[config.mk]
export PLATFORM = sky130hd
export DESIGN_NAME = adder_slice_sched_flat
export DESIGN_NICKNAME = d
export VERILOG_FILES = /design/src/rtl/adder_slice_sched_if.sv /design/src/rtl/adder_slice_sched.sv /design/src/flat_wrapper.sv
export SDC_FILE = /design/constraint.sdc
export NUM_CORES = 1
export LEC_CHECK = 0
export CAP_MARGIN = 20
export CORE_MARGIN = 1.5
export CORE_UTILIZATION = 41
export DETAILED_ROUTE_END_ITERATION = 10
export HOLD_SLACK_MARGIN = 0.15
export PLACE_DENSITY = 0.76
export SYNTH_ARGS = -nofsm -noshare
export SYNTH_HDL_FRONTEND = slang
export SYNTH_SLANG_ARGS = --single-unit
[constraint.sdc]
create_clock -name clk -period 2.35 [get_ports clk]
set_clock_uncertainty 0.15 [all_clocks]
set_input_delay 0.235 -clock clk [delete_from_list [all_inputs] [get_ports clk]]
set_output_delay 0.235 -clock clk [all_outputs]
set_load 0.01 [all_outputs]
[src/rtl/adder_slice_sched_if.sv]
// adder_slice_sched_if
// Bundles the handshake and bus signals of the wide-add scheduler:
//   req0_* / req1_*  : two requester ports (valid/ready, operands a/b, carry-in)
//   sl_*             : shared external 3-bit slice (operands out, sum/carry back)
//   resp_*           : result port (valid/ready, full sum, carry-out, requester id)
// The scheduler connects through the slave modport; the environment that
// issues requests, hosts the slice and consumes results uses master.
interface adder_slice_sched_if #(
  parameter int WIDTH = 12
);
  logic             req0_valid;
  logic             req0_ready;
  logic [WIDTH-1:0] req0_a;
  logic [WIDTH-1:0] req0_b;
  logic             req0_cin;

  logic             req1_valid;
  logic             req1_ready;
  logic [WIDTH-1:0] req1_a;
  logic [WIDTH-1:0] req1_b;
  logic             req1_cin;

  logic [2:0]       sl_a;
  logic [2:0]       sl_b;
  logic             sl_cin;
  logic [2:0]       sl_sum;
  logic             sl_cout;

  logic             resp_valid;
  logic             resp_ready;
  logic [WIDTH-1:0] resp_sum;
  logic             resp_cout;
  logic             resp_id;

  modport slave (
    input  req0_valid, req0_a, req0_b, req0_cin,
    output req0_ready,
    input  req1_valid, req1_a, req1_b, req1_cin,
    output req1_ready,
    output sl_a, sl_b, sl_cin,
    input  sl_sum, sl_cout,
    output resp_valid, resp_sum, resp_cout, resp_id,
    input  resp_ready
  );

  modport master (
    output req0_valid, req0_a, req0_b, req0_cin,
    input  req0_ready,
    output req1_valid, req1_a, req1_b, req1_cin,
    input  req1_ready,
    input  sl_a, sl_b, sl_cin,
    output sl_sum, sl_cout,
    input  resp_valid, resp_sum, resp_cout, resp_id,
    output resp_ready
  );
endinterface

[src/rtl/adder_slice_sched.sv]
// adder_slice_sched
// Serialises wide additions from two round-robin requesters through one
// shared external 3-bit ripple slice, LSB chunk first, chaining the carry
// through a local register, and returns {cout, sum} on a valid/ready port.
// Ports:
//   clk  : clock, all state changes on the rising edge
//   rst  : synchronous active-high reset
//   bus  : adder_slice_sched_if.slave (requesters, slice, response)
//
// state | meaning
// ------+-------------------------------------------------------------
// IDLE  | waiting for a request; arbitration and ready are live here
// RUN   | one slice chunk per cycle, k = 0..CHUNKS-1
// DONE  | result presented on resp_*, held until resp_ready
module adder_slice_sched #(
  parameter int WIDTH = 12,
  parameter int CW    = 3
) (
  input  logic                 clk,
  input  logic                 rst,
  adder_slice_sched_if.slave   bus
);

  localparam int CHUNKS = WIDTH / 3;

  typedef enum logic [1:0] {
    IDLE = 2'd0,
    RUN  = 2'd1,
    DONE = 2'd2
  } state_t;

  state_t           state;
  state_t           state_nxt;

  logic [WIDTH-1:0] a_reg;
  logic [WIDTH-1:0] b_reg;
  logic [WIDTH-1:0] sum_reg;
  logic             cin_reg;
  logic             carry;
  logic             cout_reg;
  logic             id_reg;
  logic             last_grant;
  logic [CW-1:0]    k;

  logic             grant;
  logic             accept;
  logic             last_chunk;
  logic [WIDTH-1:0] a_sh;
  logic [WIDTH-1:0] b_sh;

  // Current chunk brought down to bit 0 so the slice sees bits [3k+2:3k].
  assign a_sh = a_reg >> (3 * k);
  assign b_sh = b_reg >> (3 * k);

  always_ff @(posedge clk) begin
    if (rst) begin
      state <= IDLE;
    end else begin
      state <= state_nxt;
    end
  end

  always_comb begin
    state_nxt       = state;
    accept          = 1'b0;
    grant           = 1'b0;
    last_chunk      = (k == CW'(CHUNKS - 1));
    bus.req0_ready  = 1'b0;
    bus.req1_ready  = 1'b0;
    bus.sl_a        = 3'd0;
    bus.sl_b        = 3'd0;
    bus.sl_cin      = 1'b0;
    bus.resp_valid  = 1'b0;

    // Round-robin only matters under contention; a lone requester always wins.
    if (bus.req0_valid && bus.req1_valid) begin
      grant = ~last_grant;
    end else begin
      grant = bus.req1_valid;
    end

    case (state)
      IDLE: begin
        if (bus.req0_valid || bus.req1_valid) begin
          accept         = 1'b1;
          bus.req0_ready = ~grant;
          bus.req1_ready = grant;
          state_nxt      = RUN;
        end
      end
      RUN: begin
        bus.sl_a   = a_sh[2:0];
        bus.sl_b   = b_sh[2:0];
        bus.sl_cin = (k == '0) ? cin_reg : carry;
        if (last_chunk) begin
          state_nxt = DONE;
        end
      end
      DONE: begin
        bus.resp_valid = 1'b1;
        if (bus.resp_ready) begin
          state_nxt = IDLE;
        end
      end
      default: begin
        state_nxt = IDLE;
      end
    endcase
  end

  always_ff @(posedge clk) begin
    if (rst) begin
      a_reg      <= '0;
      b_reg      <= '0;
      sum_reg    <= '0;
      cin_reg    <= 1'b0;
      carry      <= 1'b0;
      cout_reg   <= 1'b0;
      id_reg     <= 1'b0;
      last_grant <= 1'b1;
      k          <= '0;
    end else begin
      if (accept) begin
        a_reg      <= grant ? bus.req1_a   : bus.req0_a;
        b_reg      <= grant ? bus.req1_b   : bus.req0_b;
        cin_reg    <= grant ? bus.req1_cin : bus.req0_cin;
        id_reg     <= grant;
        last_grant <= grant;
        k          <= '0;
      end
      if (state == RUN) begin
        sum_reg[3*k +: 3] <= bus.sl_sum;
        carry             <= bus.sl_cout;
        if (last_chunk) begin
          cout_reg <= bus.sl_cout;
          k        <= '0;
        end else begin
          k <= k + CW'(1);
        end
      end
    end
  end

  assign bus.resp_sum  = sum_reg;
  assign bus.resp_cout = cout_reg;
  assign bus.resp_id   = id_reg;

endmodule
[src/flat_wrapper.sv]
// flat-port wrapper written by rule: the top's interface ports become plain ports
module adder_slice_sched_flat 
#(
  parameter int WIDTH = 12,
  parameter int CW    = 3
)
  (clk, rst, bus_req0_valid, bus_req0_a, bus_req0_b, bus_req0_cin, bus_req0_ready, bus_req1_valid, bus_req1_a, bus_req1_b, bus_req1_cin, bus_req1_ready, bus_sl_a, bus_sl_b, bus_sl_cin, bus_sl_sum, bus_sl_cout, bus_resp_valid, bus_resp_sum, bus_resp_cout, bus_resp_id, bus_resp_ready);
  adder_slice_sched_if #(.WIDTH(WIDTH)) bus_i ();
  input  logic clk;
  input  logic rst;
  input wire logic [$bits(bus_i.req0_valid)-1:0] bus_req0_valid;
  input wire logic [$bits(bus_i.req0_a)-1:0] bus_req0_a;
  input wire logic [$bits(bus_i.req0_b)-1:0] bus_req0_b;
  input wire logic [$bits(bus_i.req0_cin)-1:0] bus_req0_cin;
  output wire logic [$bits(bus_i.req0_ready)-1:0] bus_req0_ready;
  input wire logic [$bits(bus_i.req1_valid)-1:0] bus_req1_valid;
  input wire logic [$bits(bus_i.req1_a)-1:0] bus_req1_a;
  input wire logic [$bits(bus_i.req1_b)-1:0] bus_req1_b;
  input wire logic [$bits(bus_i.req1_cin)-1:0] bus_req1_cin;
  output wire logic [$bits(bus_i.req1_ready)-1:0] bus_req1_ready;
  output wire logic [$bits(bus_i.sl_a)-1:0] bus_sl_a;
  output wire logic [$bits(bus_i.sl_b)-1:0] bus_sl_b;
  output wire logic [$bits(bus_i.sl_cin)-1:0] bus_sl_cin;
  input wire logic [$bits(bus_i.sl_sum)-1:0] bus_sl_sum;
  input wire logic [$bits(bus_i.sl_cout)-1:0] bus_sl_cout;
  output wire logic [$bits(bus_i.resp_valid)-1:0] bus_resp_valid;
  output wire logic [$bits(bus_i.resp_sum)-1:0] bus_resp_sum;
  output wire logic [$bits(bus_i.resp_cout)-1:0] bus_resp_cout;
  output wire logic [$bits(bus_i.resp_id)-1:0] bus_resp_id;
  input wire logic [$bits(bus_i.resp_ready)-1:0] bus_resp_ready;
  assign bus_i.req0_valid = bus_req0_valid;
  assign bus_i.req0_a = bus_req0_a;
  assign bus_i.req0_b = bus_req0_b;
  assign bus_i.req0_cin = bus_req0_cin;
  assign bus_req0_ready = bus_i.req0_ready;
  assign bus_i.req1_valid = bus_req1_valid;
  assign bus_i.req1_a = bus_req1_a;
  assign bus_i.req1_b = bus_req1_b;
  assign bus_i.req1_cin = bus_req1_cin;
  assign bus_req1_ready = bus_i.req1_ready;
  assign bus_sl_a = bus_i.sl_a;
  assign bus_sl_b = bus_i.sl_b;
  assign bus_sl_cin = bus_i.sl_cin;
  assign bus_i.sl_sum = bus_sl_sum;
  assign bus_i.sl_cout = bus_sl_cout;
  assign bus_resp_valid = bus_i.resp_valid;
  assign bus_resp_sum = bus_i.resp_sum;
  assign bus_resp_cout = bus_i.resp_cout;
  assign bus_resp_id = bus_i.resp_id;
  assign bus_i.resp_ready = bus_resp_ready;
  adder_slice_sched #(.WIDTH(WIDTH), .CW(CW)) u_core (.clk(clk), .rst(rst), .bus(bus_i));
endmodule
# ---- After elaboration in Yosys (flattened, before gate mapping)
# Index checks and enable logic that the tools add are counted.
dict set report op_classes {
  add_sub_neg 2
  multipliers 1
  n_div 0
  order_cmp 0
  n_eq_ne 6
  n_shift 4
  mux 23
  bitwise 2
  n_reduce_logical 7
}
# operator count
set op_table {}
lappend op_table {{negation 5 -> 34 bit} 1}
lappend op_table {{variable shift 3 x 34 -> 12 bit, first input constant} 1}
lappend op_table {{variable part select 3 x 34 -> 12 bit} 1}
lappend op_table {{two-way mux 12 bit} 2}
lappend op_table {{>> shifter 12 x 5 -> 3 bit} 2}
lappend op_table {{two-way mux 3 bit} 5}
lappend op_table {{bitwise mux 12 bit} 1}
lappend op_table {{two-way mux 1 bit} 11}
lappend op_table {{two-way mux 2 bit} 3}
lappend op_table {{case mux 2 bit (3 select lines)} 1}
lappend op_table {{multiplier 2 x 3 -> 5 bit, first input constant} 1}
lappend op_table {{!= test 2 x 1 -> 1 bit, second input constant} 2}
lappend op_table {{adder 3 x 1 -> 3 bit, second input constant} 1}
lappend op_table {{== test 3 x 2 -> 1 bit, second input constant} 1}
lappend op_table {{zero test 3 bit} 1}
lappend op_table {{AND reduction 3 bit} 1}
lappend op_table {{== test 2 x 1 -> 1 bit, second input constant} 1}
lappend op_table {{== test 2 bit, second input constant} 1}
lappend op_table {{zero test 2 bit} 1}
lappend op_table {{!= test 2 bit, second input constant} 1}
lappend op_table {{inverter 1 bit} 2}
lappend op_table {{AND reduction 2 bit} 1}
lappend op_table {{nonzero test 2 bit} 1}
lappend op_table {{logical AND 1 bit} 1}
lappend op_table {{logical OR 1 bit} 1}
dict set report totals {
  register_bits 46
  latchBits 0
  mem_bits_rw 0
  mem_bits_ro 0
  in_bits 59
  output_inout_bits 24
  word_cells 55
  mem_count 0
}

# ---- Longest topological paths before layout
dict set report depth {
  ltp_word 5
  depth_mapped 8
  ltp_nobuf 6
}

# ---- Worst setup path before layout
# Ideal clock, no wire load.
dict set report synth_timing {
  kind {reg2reg}
  start {register u_core.k[1]}
  end {register u_core.sum_reg[0], in the netlist u_core.bus.resp_sum[0]}
  setup_ns 0.132
  arrival_time_ns 2.044
  slack_ns 0.024
  path_stages_with_launch 8
  path_buffers 1
  synth_period_minus_slack_ns 2.326
  path_cell_list {dfxtp_1 buf_1 inv_1 ha_1 ha_1 or4_1 o21ai_1 a21oi_1}
}
dict set report synth_between {
  elab_chain_cells 4
  elab_cells_between_ends 5
}
# element line_no
set synth_lines {}
lappend synth_lines {{start: declaration} adder_slice_sched.sv:43} ;# logic [CW-1:0] k;
lappend synth_lines {{start signal: assignment} adder_slice_sched.sv:138} ;# k <= k + CW'(1);
lappend synth_lines {{multiplier 2 x 3 -> 5 bit *} adder_slice_sched.sv:132} ;# sum_reg[3*k +: 3] <= bus.sl_sum;
lappend synth_lines {{negation 5 -> 34 bit *} adder_slice_sched.sv:132}
lappend synth_lines {{variable part select 3 x 34 -> 12 bit / variable shift 3 x 34 -> 12 bit (equally long branches)} adder_slice_sched.sv:132}
lappend synth_lines {{bitwise mux 12 bit *} adder_slice_sched.sv:132}
lappend synth_lines {{end signal: indexed assignment} adder_slice_sched.sv:132}
lappend synth_lines {{end: declaration} adder_slice_sched.sv:37} ;# logic [WIDTH-1:0] sum_reg;
# Every way passes the cells marked *; elsewhere a longest branch is shown, timed or not.
# A chain may end at the register's enable or synchronous reset.

# ---- Final worst setup path
dict set report layout_timing {
  start {register u_core.k[0]}
  end {output bus_sl_a[2]}
}
dict set report layout_between {
  elab_chain_cells 3
}
# element line_no
set layout_lines {}
lappend layout_lines {{multiplier 2 x 3 -> 5 bit} adder_slice_sched.sv:52} ;# assign a_sh = a_reg >> (3 * k);
lappend layout_lines {{>> shifter 12 x 5 -> 3 bit} adder_slice_sched.sv:52}
lappend layout_lines {{two-way mux 3 bit} adder_slice_sched.sv:82} ;# case (state)
lappend layout_lines {{end: declaration} flat_wrapper.sv:21} ;# output wire logic [$bits(bus_i.sl_a)-1:0] bus_sl_a;
# No other way between the ends.

==> impl_metrics.csv <==
group,metric,value,unit
status,status,"complete, no violations",
floorplan,fp.dieArea,6380,µm²
setup_path,cp_max_fo,5,
flow_run,max_cap_viol_count,0,
floorplan,num_rows,27,
clock_network,htreeDepth,2,
routing,post-route-drc-count,0,
clock_network,clockBufferDepth,2,
sta,period_share,96.9,%
routing,wl_met2,3230,µm
grt,grt_overflow,0,
routing,wl_per_cell,15.7,µm
sta,totalNegativeSetupSlack,0,ns
grt,grt_start_max_net_pins,47,
placement,routabilityCongestion,0.826,
synthesis,synth_area_per_cell,8.59,µm²
min_path,hold_path_startpoint,"u_core.bus.resp_sum[3]",
sta,hold_viol_final,0,
layout,area_delta_synth_final,40.4,%
layout,nNetsFinal,424,
routing,wl_met3,293,µm
synthesis,synth_area,2420,µm²
floorplan,die_w,79.9,µm
synthesis,synth_top_area_share,38.0,%
layout,ff_latch_area,922,µm²
synthesis,synth.largest_area_cell,"dfxtp_1",
sta,layout_setup_ws,0.0739,ns
synthesis,synthArstFlopShare,0,%
setup_path,startpoint_type,"register",
routing,maxUsedRoutingLayer,"met4",
grt,antenna_found_initial,0,
sta,period_needed,2.28,ns
routing,finalWirelength,6800,µm
synthesis,ys_seq_elements,46,
clock_network,clkTransAtPathRegs,0.08,ns
sta,tightestPinTransition,0.338,ns
routing,final_antenna_net_count,0,
synthesis,synth_area_leaders,"dfxtp_1, nand4_1, nand3_1",
placement,port_buffers,82,
synthesis,synth_cell_types,37,
pwr,peakVddDrop,0.256,mV
grt,grt_first_pass_wirelength,11100,µm
routing,vias_per_cell,5.73,
routing,wl_met1,3140,µm
layout,antenna_cells,0,
synthesis,synth_edf_count,0,
synthesis,synth.net_count,346,
layout,nFillCells,516,
min_path,holdPathEnd,"u_core.bus.resp_sum[3]",
sta,rsz0062_at_grt,"false",
layout,fin_cells,432,
setup_path,critical_path_required,1.97,ns
clock_network,cts_tree,"built",
synthesis,synthCells,282,
setup_path,cp-end-kind,"output port",
clock_network,holdBufCountCts,0,
setup_path,r2r-end,"u_core.bus.resp_sum[2]",
grt,grt_pass1_vias,2384,
floorplan,io_pins,83,
clock_network,clk_latency,0.29,ns
setup_path,worstReg2RegStart,"u_core.k[0]",
sta,slew_violations,0,
clock_network,numCtsBuffers,5,
sta,max_slew_margin,77.4,%
layout,mostFrequentLayoutCell,"clkdlybuf4s50_1",
layout,final_cell_mix,"clkdlybuf4s50_1, dfxtp_1, nand3_1, o21ai_1, nand4_1",
setup_path,arrival,1.89,ns
synthesis,yosys_warnings,0,
floorplan,core_area,5610,µm²
clock_network,clkSinkCount,46,
synthesis,ys_seq_area_share,38.0,%
clock_network,cts-root-buf,"clkbuf_8",
pwr,power.density,518,nW/µm²
placement,hpwl,4740,µm
placement,placed_cells_incl_taps,423,
min_path,whs_path_depth,2,
grt,grt_use_total,22.0,%
pwr,leakage,0.00119,µW
layout,final_layout_size_suffix_gt1_share,10.6,%
sta,max_freq,0.439,GHz
synthesis,synth-main-ff-cell,"dfxtp_1",
setup_path,regToRegSetupSlack,0.42,ns
floorplan,die_h,79.9,µm
setup_path,worst-setup-path-type,"reg -> out",
placement,pre_cts_ws,0.219,ns
sta,setup_viol,0,
min_path,hp-class,"reg -> reg",
routing,drt-pass1-iter-count,4,
layout,multiInputGateArea,1320,µm²
routing,via_count,2477,
setup_path,reg2regPathDepth,6,
routing,drt_iter0_drc,184,
floorplan,start_util,43.2,%
-- worst max-delay path: stages (launching register included) --
cell and delay, ns:
dfxtp_2 0.35, buf_6 0.13, mux4_2 0.48, and2_1 0.17, clkdlybuf4s50_1 0.48
-- cells in the mapped netlist (4+ instances only) --
cell type  instances
dfxtp_1           46
nand3_1           34
o21ai_1           30
nand4_1           28
a31oi_1           25
a21oi_1           19
nand2_1           14
buf_2             12
clkbuf_1          10
and2_1             6
mux4_2             6
buf_6              5
ha_1               5
inv_1              4
nand2b_1           4
-- stage by stage --
step                      total power, µW  util [%]  cell area [µm²]  hold slack (ns)
after floorplan                      1130         -             2420            0.221
after global placement               1310      59.0             3310            0.293
after detailed placement             1320      59.0             3310            0.298
after CTS                            1780      60.5             3390            0.309
after global routing                 1850      60.7             3400            0.332
final                                1760      60.7             3400            0.309
-- how the worst max path moves through the flow --
stage | startpoint | to | slack, ns | cells after the start
after floorplan | u_core.k[1] | u_core.bus.resp_sum[0] | 0.02 | 7
after global placement | bus_req1_valid | u_core.cin_reg | 0.24 | 6
after detailed placement | bus_req1_valid | u_core.cin_reg | 0.22 | 6
after CTS | u_core.k[0] | bus_sl_a[1] | 0.002 | 4
after global routing | u_core.state[1] | bus_sl_a[2] | 0.02 | 4
final | u_core.k[0] | bus_sl_a[2] | 0.07 | 4
-- per-layer routing --
layer / vias to the layer above / global-route usage [%]
met5: - / 0
met4: 0 / 9.14
met3: 12 / 3.09
met2: 74 / 35.8
met1: 1161 / 29.1
li1: 1230 / -
-- kinds of logic after synthesis --
family          after synthesis  share of synthesized area [%]
buf+inv                      35                           7.74
fa+ha+maj                     5                           2.58
simple gates                106                           25.4
flops                        46                           38.0
mux                           7                           5.99
compound gates               83                           20.3
-- report_power, final --
group | leakage [µW] | internal [µW] | total (µW) | switching (µW)
Sequential | 0.000377 | 829 | 854 | 25.1
Clock | 0.0000383 | 205 | 455 | 250
Combinational | 0.000772 | 234 | 456 | 222
Total | 0.00119 | 1270 | 1760 | 497
-- final cells by class --
type	instances	area share, %
flip-flops and latches	46	27.1
inverters	5	0.551
multi-input cells	201	38.7
repair buffers	101	28.8
well taps	72	2.65
clock buffers	7	2.24
-- repair_timing --
action | 4_1_cts | 5_1_grt
endpoints found under the setup margin | 6 | 4
pin swaps | 0 | 0
cloned | 0 | 0
setup buffers | 1 | 1
resized for setup | 4 | 2
(Power assumes the default switching activity.)
